[config.mk]
export PLATFORM = sky130hd
export DESIGN_NAME = fractal_sync_tx
export DESIGN_NICKNAME = d
export VERILOG_FILES = /design/src/rtl/fractal_sync_pkg.sv /design/src/rtl/fractal_sync_tx_timer.sv /design/src/rtl/fractal_sync_tx.sv
export SDC_FILE = /design/constraint.sdc
export NUM_CORES = 1
export LEC_CHECK = 0
export BUFFER_PORTS_ARGS = -buffer_cell sky130_fd_sc_hd__clkbuf_2
export CORE_MARGIN = 4
export CORE_UTILIZATION = 38
export CTS_CLUSTER_DIAMETER = 60
export CTS_CLUSTER_SIZE = 30
export DETAILED_ROUTE_END_ITERATION = 6
export PLACE_DENSITY = 0.77
export SETUP_SLACK_MARGIN = 0.5
export SLEW_MARGIN = 20
export SYNTH_ARGS = -nofsm -noshare
export SYNTH_HDL_FRONTEND = slang
export SYNTH_SLANG_ARGS = --single-unit
[constraint.sdc]
create_clock -name clk_i -period 1.4 [get_ports clk_i]
set_input_delay 0.14 -clock clk_i [delete_from_list [all_inputs] [get_ports clk_i]]
set_output_delay 0.14 -clock clk_i [all_outputs]
set_load 0.05 [all_outputs]
[src/rtl/fractal_sync_pkg.sv]
// -----------------------------------------------------------------------------
// fractal_sync_pkg
// Shared definitions for the fractal synchronization blocks.
//   SD_WIDTH                 width of the source-direction field
//   SD_*                     source-direction encodings stamped on requests
//   fractal_sync_tx_state_e  state encoding of the core-side initiator FSM
// -----------------------------------------------------------------------------
package fractal_sync_pkg;

    localparam int unsigned SD_WIDTH = 2;

    localparam logic [SD_WIDTH-1:0] SD_NONE = 2'd0;
    localparam logic [SD_WIDTH-1:0] SD_HORZ = 2'd1;
    localparam logic [SD_WIDTH-1:0] SD_VERT = 2'd2;
    localparam logic [SD_WIDTH-1:0] SD_BOTH = 2'd3;

    typedef enum logic [1:0] {
        TX_IDLE = 2'd0,
        TX_SEND = 2'd1,
        TX_WAIT = 2'd2,
        TX_RSP  = 2'd3
    } fractal_sync_tx_state_e;

endpackage

[src/rtl/fractal_sync_tx_timer.sv]
// -----------------------------------------------------------------------------
// fractal_sync_tx_timer
// Clear/enable cycle counter that flags when a bounded wait has run out.
// Only instantiated when FRACTAL_SYNC_TX_TIMEOUT_EN is defined.
// Ports:
//   clk_i, rst_i  clock, asynchronous active-high reset
//   clear_i       synchronous clear (priority over enable)
//   enable_i      count one cycle
//   expired_o     count has reached TIMEOUT_CYCLES-1 while enabled
// -----------------------------------------------------------------------------
module fractal_sync_tx_timer #(
    parameter int unsigned TIMEOUT_CYCLES = 1024
) (
    input  logic clk_i,
    input  logic rst_i,
    input  logic clear_i,
    input  logic enable_i,
    output logic expired_o
);

    localparam int unsigned CW = $clog2(TIMEOUT_CYCLES + 1);
    localparam logic [CW-1:0] LAST = CW'(TIMEOUT_CYCLES - 1);

    logic [CW-1:0] count_q;
    logic          at_last;

    assign at_last   = (count_q == LAST);
    assign expired_o = enable_i & at_last;

    // Saturates at LAST so the counter can never wrap if the owner lingers.
    always_ff @(posedge clk_i or posedge rst_i) begin
        if (rst_i) begin
            count_q <= '0;
        end else if (clear_i) begin
            count_q <= '0;
        end else if (enable_i && !at_last) begin
            count_q <= count_q + 1'b1;
        end
    end

endmodule

[src/rtl/fractal_sync_tx.sv]
// -----------------------------------------------------------------------------
// fractal_sync_tx
// Core-side initiator of the fractal synchronization protocol. Takes one
// barrier request (level, id) from the core, issues a single synch request
// toward the local RF tree stamped with this port's source direction, and
// holds the core until the matching response returns; then pulses done_o
// with err_o. One outstanding barrier at a time.
//
// Optional build macro: FRACTAL_SYNC_TX_TIMEOUT_EN bounds the wait for a
// response to TIMEOUT_CYCLES cycles (completion with err_o=1, timeout_o=1).
//
// Ports:
//   clk_i, rst_i                      clock, asynchronous active-high reset
//   req_valid_i/req_ready_o           core request handshake
//   req_level_i, req_id_i             requested barrier level / id
//   done_o, err_o, timeout_o          one-cycle completion pulse + qualifiers
//   sync_valid_o/sync_ready_i         network request handshake
//   sync_level_o, sync_id_o, sync_sd_o outstanding request fields
//   rsp_valid_i, rsp_level_i,
//   rsp_id_i, rsp_err_i               network response (always accepted)
//   spurious_o                        response that matched nothing
//   dbg_state_o                       current FSM state
//
// Handshakes: a transfer happens on a cycle where valid and ready are both
// high. Once sync_valid_o rises its fields stay constant and it does not drop
// until sync_ready_i is seen. req_valid_i is only looked at while
// req_ready_o=1. Responses have no ready and are consumed on rsp_valid_i.
// -----------------------------------------------------------------------------
module fractal_sync_tx
    import fractal_sync_pkg::*;
#(
    parameter int unsigned          LVL_WIDTH      = 4,
    parameter int unsigned          ID_WIDTH       = 4,
    parameter logic [SD_WIDTH-1:0]  SD             = SD_HORZ,
    parameter int unsigned          TIMEOUT_CYCLES = 1024
) (
    input  logic                   clk_i,
    input  logic                   rst_i,
    input  logic                   req_valid_i,
    output logic                   req_ready_o,
    input  logic [LVL_WIDTH-1:0]   req_level_i,
    input  logic [ID_WIDTH-1:0]    req_id_i,
    output logic                   done_o,
    output logic                   err_o,
    output logic                   sync_valid_o,
    input  logic                   sync_ready_i,
    output logic [LVL_WIDTH-1:0]   sync_level_o,
    output logic [ID_WIDTH-1:0]    sync_id_o,
    output logic [SD_WIDTH-1:0]    sync_sd_o,
    input  logic                   rsp_valid_i,
    input  logic [LVL_WIDTH-1:0]   rsp_level_i,
    input  logic [ID_WIDTH-1:0]    rsp_id_i,
    input  logic                   rsp_err_i,
    output logic                   spurious_o,
    output logic                   timeout_o,
    output fractal_sync_tx_state_e dbg_state_o
);

    fractal_sync_tx_state_e state_q, state_d;

    logic [LVL_WIDTH-1:0] level_q;
    logic [ID_WIDTH-1:0]  id_q;
    logic                 err_q;
    logic                 timeout_q;

    logic accept;
    logic rsp_match;
    logic expired;

    assign accept    = req_valid_i & req_ready_o;
    // Full id compare, H/V selector bit included.
    assign rsp_match = rsp_valid_i && (rsp_level_i == level_q) && (rsp_id_i == id_q);

    assign sync_sd_o   = SD;
    assign dbg_state_o = state_q;

`ifdef FRACTAL_SYNC_TX_TIMEOUT_EN
    // Counter runs only in WAIT and is held at zero everywhere else, so it
    // starts from zero on every entry to WAIT.
    fractal_sync_tx_timer #(
        .TIMEOUT_CYCLES (TIMEOUT_CYCLES)
    ) u_timer (
        .clk_i     (clk_i),
        .rst_i     (rst_i),
        .clear_i   (state_q != TX_WAIT),
        .enable_i  (state_q == TX_WAIT),
        .expired_o (expired)
    );
`else
    localparam int unsigned TIMEOUT_UNUSED = TIMEOUT_CYCLES;
    assign expired = 1'b0;
`endif

    // ---------------------------------------------------------------- state reg
    always_ff @(posedge clk_i or posedge rst_i) begin
        if (rst_i) begin
            state_q <= TX_IDLE;
        end else begin
            state_q <= state_d;
        end
    end

    // --------------------------------------------------------------- next state
    always_comb begin
        state_d = state_q;
        unique case (state_q)
            TX_IDLE: begin
                if (accept) begin
                    // Level 0 is illegal: complete with error, never touch the network.
                    state_d = (req_level_i == '0) ? TX_RSP : TX_SEND;
                end
            end
            TX_SEND: begin
                if (sync_ready_i) begin
                    state_d = TX_WAIT;
                end
            end
            TX_WAIT: begin
                // A match on the expiry cycle completes normally.
                if (rsp_match || expired) begin
                    state_d = TX_RSP;
                end
            end
            TX_RSP: begin
                state_d = TX_IDLE;
            end
            default: begin
                state_d = TX_IDLE;
            end
        endcase
    end

    // ----------------------------------------------------- latched barrier data
    always_ff @(posedge clk_i or posedge rst_i) begin
        if (rst_i) begin
            level_q   <= '0;
            id_q      <= '0;
            err_q     <= 1'b0;
            timeout_q <= 1'b0;
        end else begin
            if ((state_q == TX_IDLE) && accept) begin
                level_q   <= req_level_i;
                id_q      <= req_id_i;
                err_q     <= (req_level_i == '0);
                timeout_q <= 1'b0;
            end else if (state_q == TX_WAIT) begin
                if (rsp_match) begin
                    err_q     <= rsp_err_i;
                    timeout_q <= 1'b0;
                end else if (expired) begin
                    err_q     <= 1'b1;
                    timeout_q <= 1'b1;
                end
            end
        end
    end

    // ------------------------------------------------------------------ outputs
    always_comb begin
        req_ready_o  = 1'b0;
        sync_valid_o = 1'b0;
        sync_level_o = '0;
        sync_id_o    = '0;
        done_o       = 1'b0;
        err_o        = 1'b0;
        timeout_o    = 1'b0;
        unique case (state_q)
            TX_IDLE: begin
                req_ready_o = 1'b1;
            end
            TX_SEND: begin
                sync_valid_o = 1'b1;
                sync_level_o = level_q;
                sync_id_o    = id_q;
            end
            TX_RSP: begin
                done_o    = 1'b1;
                err_o     = err_q;
                timeout_o = timeout_q;
            end
            default: begin
            end
        endcase
        // Any response that does not complete the outstanding barrier is dropped.
        spurious_o = rsp_valid_i & ~((state_q == TX_WAIT) & rsp_match);
    end

endmodule

=== Word level (Yosys, flattened, before mapping) ===
Index checks and enable logic that the tools add are counted.

* Word-level logic and storage cells: 44
* Memories: 0
* Output and inout port bits: 18
* RAM bits: 0
* Memory bits (read-only): 0
* Bits of input ports: 22
* Latch bits: 0
* Bits in registers: 12

* Muxes and demuxes: 18
* Order comparisons: 0
* Reductions and logical operators: 9
* Equality and inequality tests: 8
* Add/subtract/negate cells: 0
* Bitwise gates (word level): 4
* Shift-type cells: 0
* Multipliers: 0
* Div/mod/pow operators: 0

{| class="wikitable"
|+ Operator list
! operator !! number
|-
| 1-bit 2-to-1 mux || 11
|-
| 4-bit equality test || 2
|-
| 2-bit 2-to-1 mux || 4
|-
| 4-bit 2-to-1 mux || 2
|-
| 2-bit one-hot mux with 4 select lines || 1
|-
| 2-bit inequality test, second input constant || 3
|-
| 2-bit equality test, second input constant || 2
|-
| 4-bit logical NOT || 1
|-
| 2-bit nonzero test || 2
|-
| 1-bit bitwise AND || 3
|-
| 1-bit logical AND || 3
|-
| 3-bit AND reduction || 1
|-
| 2-bit by 1-bit equality test with 1-bit output, second input constant || 1
|-
| 2-bit logical NOT || 1
|-
| 2-bit AND reduction || 1
|-
| 1-bit NOT || 1
|}

=== Longest topological paths before layout ===
* Word-level depth: 6
* Depth in mapped cells: 6
* Depth with buffers taken out: 6

=== Worst setup path before layout ===
OpenSTA, ideal clock, no wires.

* Path kind: register to register
* Start point: register state_q[1], in the netlist dbg_state_o[1]
* End point: register id_q[0]
* Data arrival time: 1.933 ns
* Cell stages (with the launch flop): 5
* Path buffers: 0
* Data required time: 1.275 ns
* Period minus slack after synthesis: 2.058 ns
* Library setup time: 0.125 ns
* Slack: -0.658 ns
* Cell sequence: dfrtp_1 inv_1 ha_1 nand2_1 mux2_2

* Cells in the longest elaborated chain, start to end: 4

{| class="wikitable"
|+ Ends and longest elaborated chain
! what !! line !! RTL
|-
| start: declaration || fractal_sync_tx.sv:59 || <nowiki>fractal_sync_tx_state_e state_q, state_d;</nowiki>
|-
| start signal: assignment || fractal_sync_tx.sv:99 || <nowiki>state_q <= state_d;</nowiki>
|-
| 2-bit logical NOT || fractal_sync_tx.sv:167 || <nowiki>unique case (state_q)</nowiki>
|-
| 1-bit 2-to-1 mux || fractal_sync_tx.sv:167 ||
|-
| named net req_ready_o || fractal_sync_tx.sv:40 || <nowiki>output logic req_ready_o,</nowiki>
|-
| 1-bit bitwise AND || fractal_sync_tx.sv:70 || <nowiki>assign accept = req_valid_i & req_ready_o;</nowiki>
|-
| 1-bit logical AND || fractal_sync_tx.sv:141 || <nowiki>if ((state_q == TX_IDLE) && accept) begin</nowiki>
|-
| end signal: assignment || fractal_sync_tx.sv:143 || <nowiki>id_q <= req_id_i;</nowiki>
|-
| end: declaration || fractal_sync_tx.sv:62 || <nowiki>logic [ID_WIDTH-1:0] id_q;</nowiki>
|}

The timed path passes the listed nets, and every way through them passes these cells.
A chain may end at the register's enable or synchronous reset.

=== Final worst setup path ===
* Start point: register level_q[3]
* End point: output port spurious_o

* Cells in the longest elaborated chain, start to end: 6

{| class="wikitable"
|+ Ends and longest elaborated chain
! what !! line !! RTL
|-
| start: declaration || fractal_sync_tx.sv:61 || <nowiki>logic [LVL_WIDTH-1:0] level_q;</nowiki>
|-
| start signal: assignment || fractal_sync_tx.sv:142 || <nowiki>level_q <= req_level_i;</nowiki>
|-
| 4-bit equality test || fractal_sync_tx.sv:72 || <nowiki>assign rsp_match = rsp_valid_i && (rsp_level_i == level_q) && (rsp_id_i == id_q);</nowiki>
|-
| 1-bit logical AND (2 in series) || fractal_sync_tx.sv:72 ||
|-
| 1-bit bitwise AND || fractal_sync_tx.sv:185 || <nowiki>spurious_o = rsp_valid_i & ~((state_q == TX_WAIT) & rsp_match);</nowiki>
|-
| 1-bit NOT || fractal_sync_tx.sv:185 ||
|-
| 1-bit bitwise AND || fractal_sync_tx.sv:185 ||
|-
| end: declaration || fractal_sync_tx.sv:54 || <nowiki>output logic spurious_o,</nowiki>
|}

No other way between the ends.

==> flow_metrics.py <==
metrics = {
    "timing": {
        "max_freq_mhz": 509.4,
        "skew_ps": 2.393,
        "setup_slack_ps": -562.9,
        "slew_violations": 0,
        "setup_violations": 21,
        "finalCritPeriodShare_pct": 140.2,
        "worstMarginPinSlew_ps": 526.0,
        "hold_viol": 0,
        "fin_crit_ps": 1963,
        "rsz0062_at_grt": "true",
        "max_slew_margin_pct": 64.61,
        "whs_ps": 90.62,
    },
    "worst_setup_path": {
        "slowest_stage": "dfrtp_1",
        "crit_path_end_kind": "output pin",
        "critical_path.cell_chain": "xor2_1 > nor4_1 > nand4_1 > o21a_2 > buf_8",
        "cp.required_ps": 1260,
        "cp-start-kind": "register",
        "max_stage_delay_ps": 420,
        "worstSetupPathType": "register to output pin",
        "crit_fanout": 2,
        "worstPathArrival_ps": 1820,
    },
    "synth": {
        "avgSynthCellArea_um2": 10.51,
        "synth-compound-area-share_pct": 7.180,
        "synth_seq_area_share_pct": 38.53,
        "synth_adder_area_share_pct": 8.757,
        "synthMuxAreaShare_pct": 15.41,
        "yosys_register_bits": 11,
        "synth_top_family_by_area": "multiplexers",
        "synth_xor_area_share_pct": 9.807,
        "synth-simple-area-share_pct": 12.96,
        "yosysUniqueCellTypes": 22,
        "synth_area_um2": 714.4,
        "syn-instance-count": 68,
        "yosysWarnings": 0,
    },
    "run_status": {
        "violations": "setup timing",
        "status": "finished, violations left",
    },
    "route": {
        "wl_per_cell_um": 22.08,
        "drtIter0Drc": 19,
        "firstDrtPassIters": 4,
        "dr_total_vias": 843,
        "routed_wl_um": 3510,
        "drc": 0,
        "vias_per_cell": 5.302,
        "ant_nets": 0,
    },
    "finish": {
        "area_growth_pct": 121.7,
        "nets": 162,
        "drive_gt1_share_pct": 73.13,
        "n_antenna_cell": 0,
        "final_util_pct": 90.75,
        "fill_cells": 65,
        "stdcell_count": 159,
    },
    "cts": {
        "clkSinkCount": 11,
        "clkTransAtPathRegs_ps": 90,
        "cts_inserted_buffers": 3,
        "cts_buffer_depth": 2,
        "clk_latency_ps": 290,
        "tritoncts": "done",
        "cts_root_buf": "clkbuf_4",
        "htree_levels": 1,
    },
    "die": {
        "rows": 15,
        "die_area_um2": 2638,
        "core_um2": 1745,
        "die_y_um": 51.36,
        "io_pins": 40,
        "die_x_um": 51.36,
        "start_util_pct": 40.93,
    },
    "min_path": {
        "worstHoldPathType": "primary input to register",
    },
    "run": {
        "cap_viol_max_count": 0,
    },
    "placement": {
        "port_buffers": 36,
        "hpwl_um": 1436,
        "gp_congestion": 0.7063,
        "place_inst": 136,
    },
    "power": {
        "ir_drop_mv": 2.893,
        "power_w": 0.004505,
        "p_leak_nw": 0.7860,
        "p_per_area_nw_per_um2": 2844,
    },
    "grt": {
        "antenna_found_initial": 0,
        "grt_util_all_layers_pct": 23.72,
        "overflow": 0,
        "grt_pass1_wl_um": 4512,
        "grt_start_max_net_pins": 12,
        "grt_pass1_vias": 880,
    },
}
[power by group]
part	total [W]	internal (W)	switching, W
clock	0.000249	0.000111	0.000138
sequential	0.000686	0.000491	0.000195
combinational	0.00357	0.00191	0.00166
[path summary, 6_finish.rpt]
kind	from	to	slack [ps]	cells past startpoint
worst max register to register	level_q[3]	dbg_state_o[1]	-540	8
max in group asynchronous	rst_i	dbg_state_o[1]	710	3
min in group asynchronous	rst_i	level_q[0]	370	3
worst min-delay path	req_id_i[3]	id_q[3]	90	2
worst max-delay path	level_q[3]	spurious_o	-560	5
worst min register to register	level_q[0]	level_q[0]	570	1
[final cells by class]
class,count,area (um2),share of cell area [%]
Multi-Input combinational cell,50,538.0,33.97
Sequential cell,11,277.8,17.54
Timing Repair Buffer,63,685.7,43.29
Inverter,6,25.02,1.580
Clock buffer,4,26.28,1.659
Tap cell,25,31.28,1.975
[per-stage QoR]
step	instance area (um2)	TNS, ps	worst slack [ps]
finish	1584	-4283	-562.9
global placement	1042	-365.6	-120.5
floorplan	785.8	-878.8	-82.84
global route	1584	-4922	-604.5
detailed placement	1042	-625.8	-188.4
CTS	1479	-2322	-423.0
[kinds of logic after synthesis]
group	count (synthesis)
and+or+nand+nor	16
DFF	11
muxes	10
buffers and inverters	9
xor gates and xnor gates	8
AOI/OAI and AO/OA	7
adders and majority gates	5
other	2
[cell usage after synthesis]
library cell  instances  area (um2)
a21oi_1               1       5.000
a21oi_2               1       8.760
and2_1                8       50.05
and2_2                1       7.510
buf_4                 3       22.52
conb_1                2       7.510
dfrtp_1              11       275.3
ha_1                  5       62.56
inv_1                 6       22.52
mux2_2                8       90.09
mux2i_1               2       20.02
nand2_1               2       7.510
nand4_1               1       6.260
nor2_1                1       3.750
nor3_1                1       5.000
nor4_1                2       12.51
o21a_1                2       15.01
o21ai_0               1       5.000
o22ai_1               1       6.260
o32a_2                1       11.26
xnor2_1               1       8.760
xor2_1                7       61.31
[timing repair]
action                                  CTS  global route
endpoints found under the hold margin    11             0
setup buffers                            11             6
gates resized for setup                  57            16
cloned                                    1             0
endpoints found under the setup margin   26            26
hold buffers                              1             0
pin swaps                                17             1
[metal layers]
metal / share of wire, % / global-route usage (%) / vias to the layer above
met5: 0 / 0 / -
met4: 5.0 / 6.114 / 0
met3: 7.5 / 3.207 / 19
met2: 51 / 47.67 / 61
met1: 36 / 25.09 / 407
li1: - / - / 356
[worst max-delay path, delay by kind of cell (launching register included)]
kind | cells | cell delay, ps
buffers and inverters | 1 | 150
xor gates and xnor gates | 1 | 200
DFF | 1 | 420
and+or+nand+nor | 2 | 510
AOI/OAI and AO/OA | 1 | 260
[registers in the layout, indices dropped and copies added (netlist names)]
| signal | flops |
|---|---|
| err_q | 1 |
| dbg_state_o | 2 |
| id_q | 4 |
| level_q | 4 |
[layout by cell type, fill, tap and decap left out, drive strengths merged, types with 2 or more instances in the layout]
cell	netlist	layout
nand2	2	3
and2	9	9
dfrtp	11	11
o21a	2	2
mux2	8	8
clkbuf	0	35
conb	2	3
ha	5	5
mux2i	2	2
inv	6	6
xor2	7	7
buf	3	31
nor4	2	2
a21oi	2	2
No activity file was read; power rests on OpenSTA's default activity.
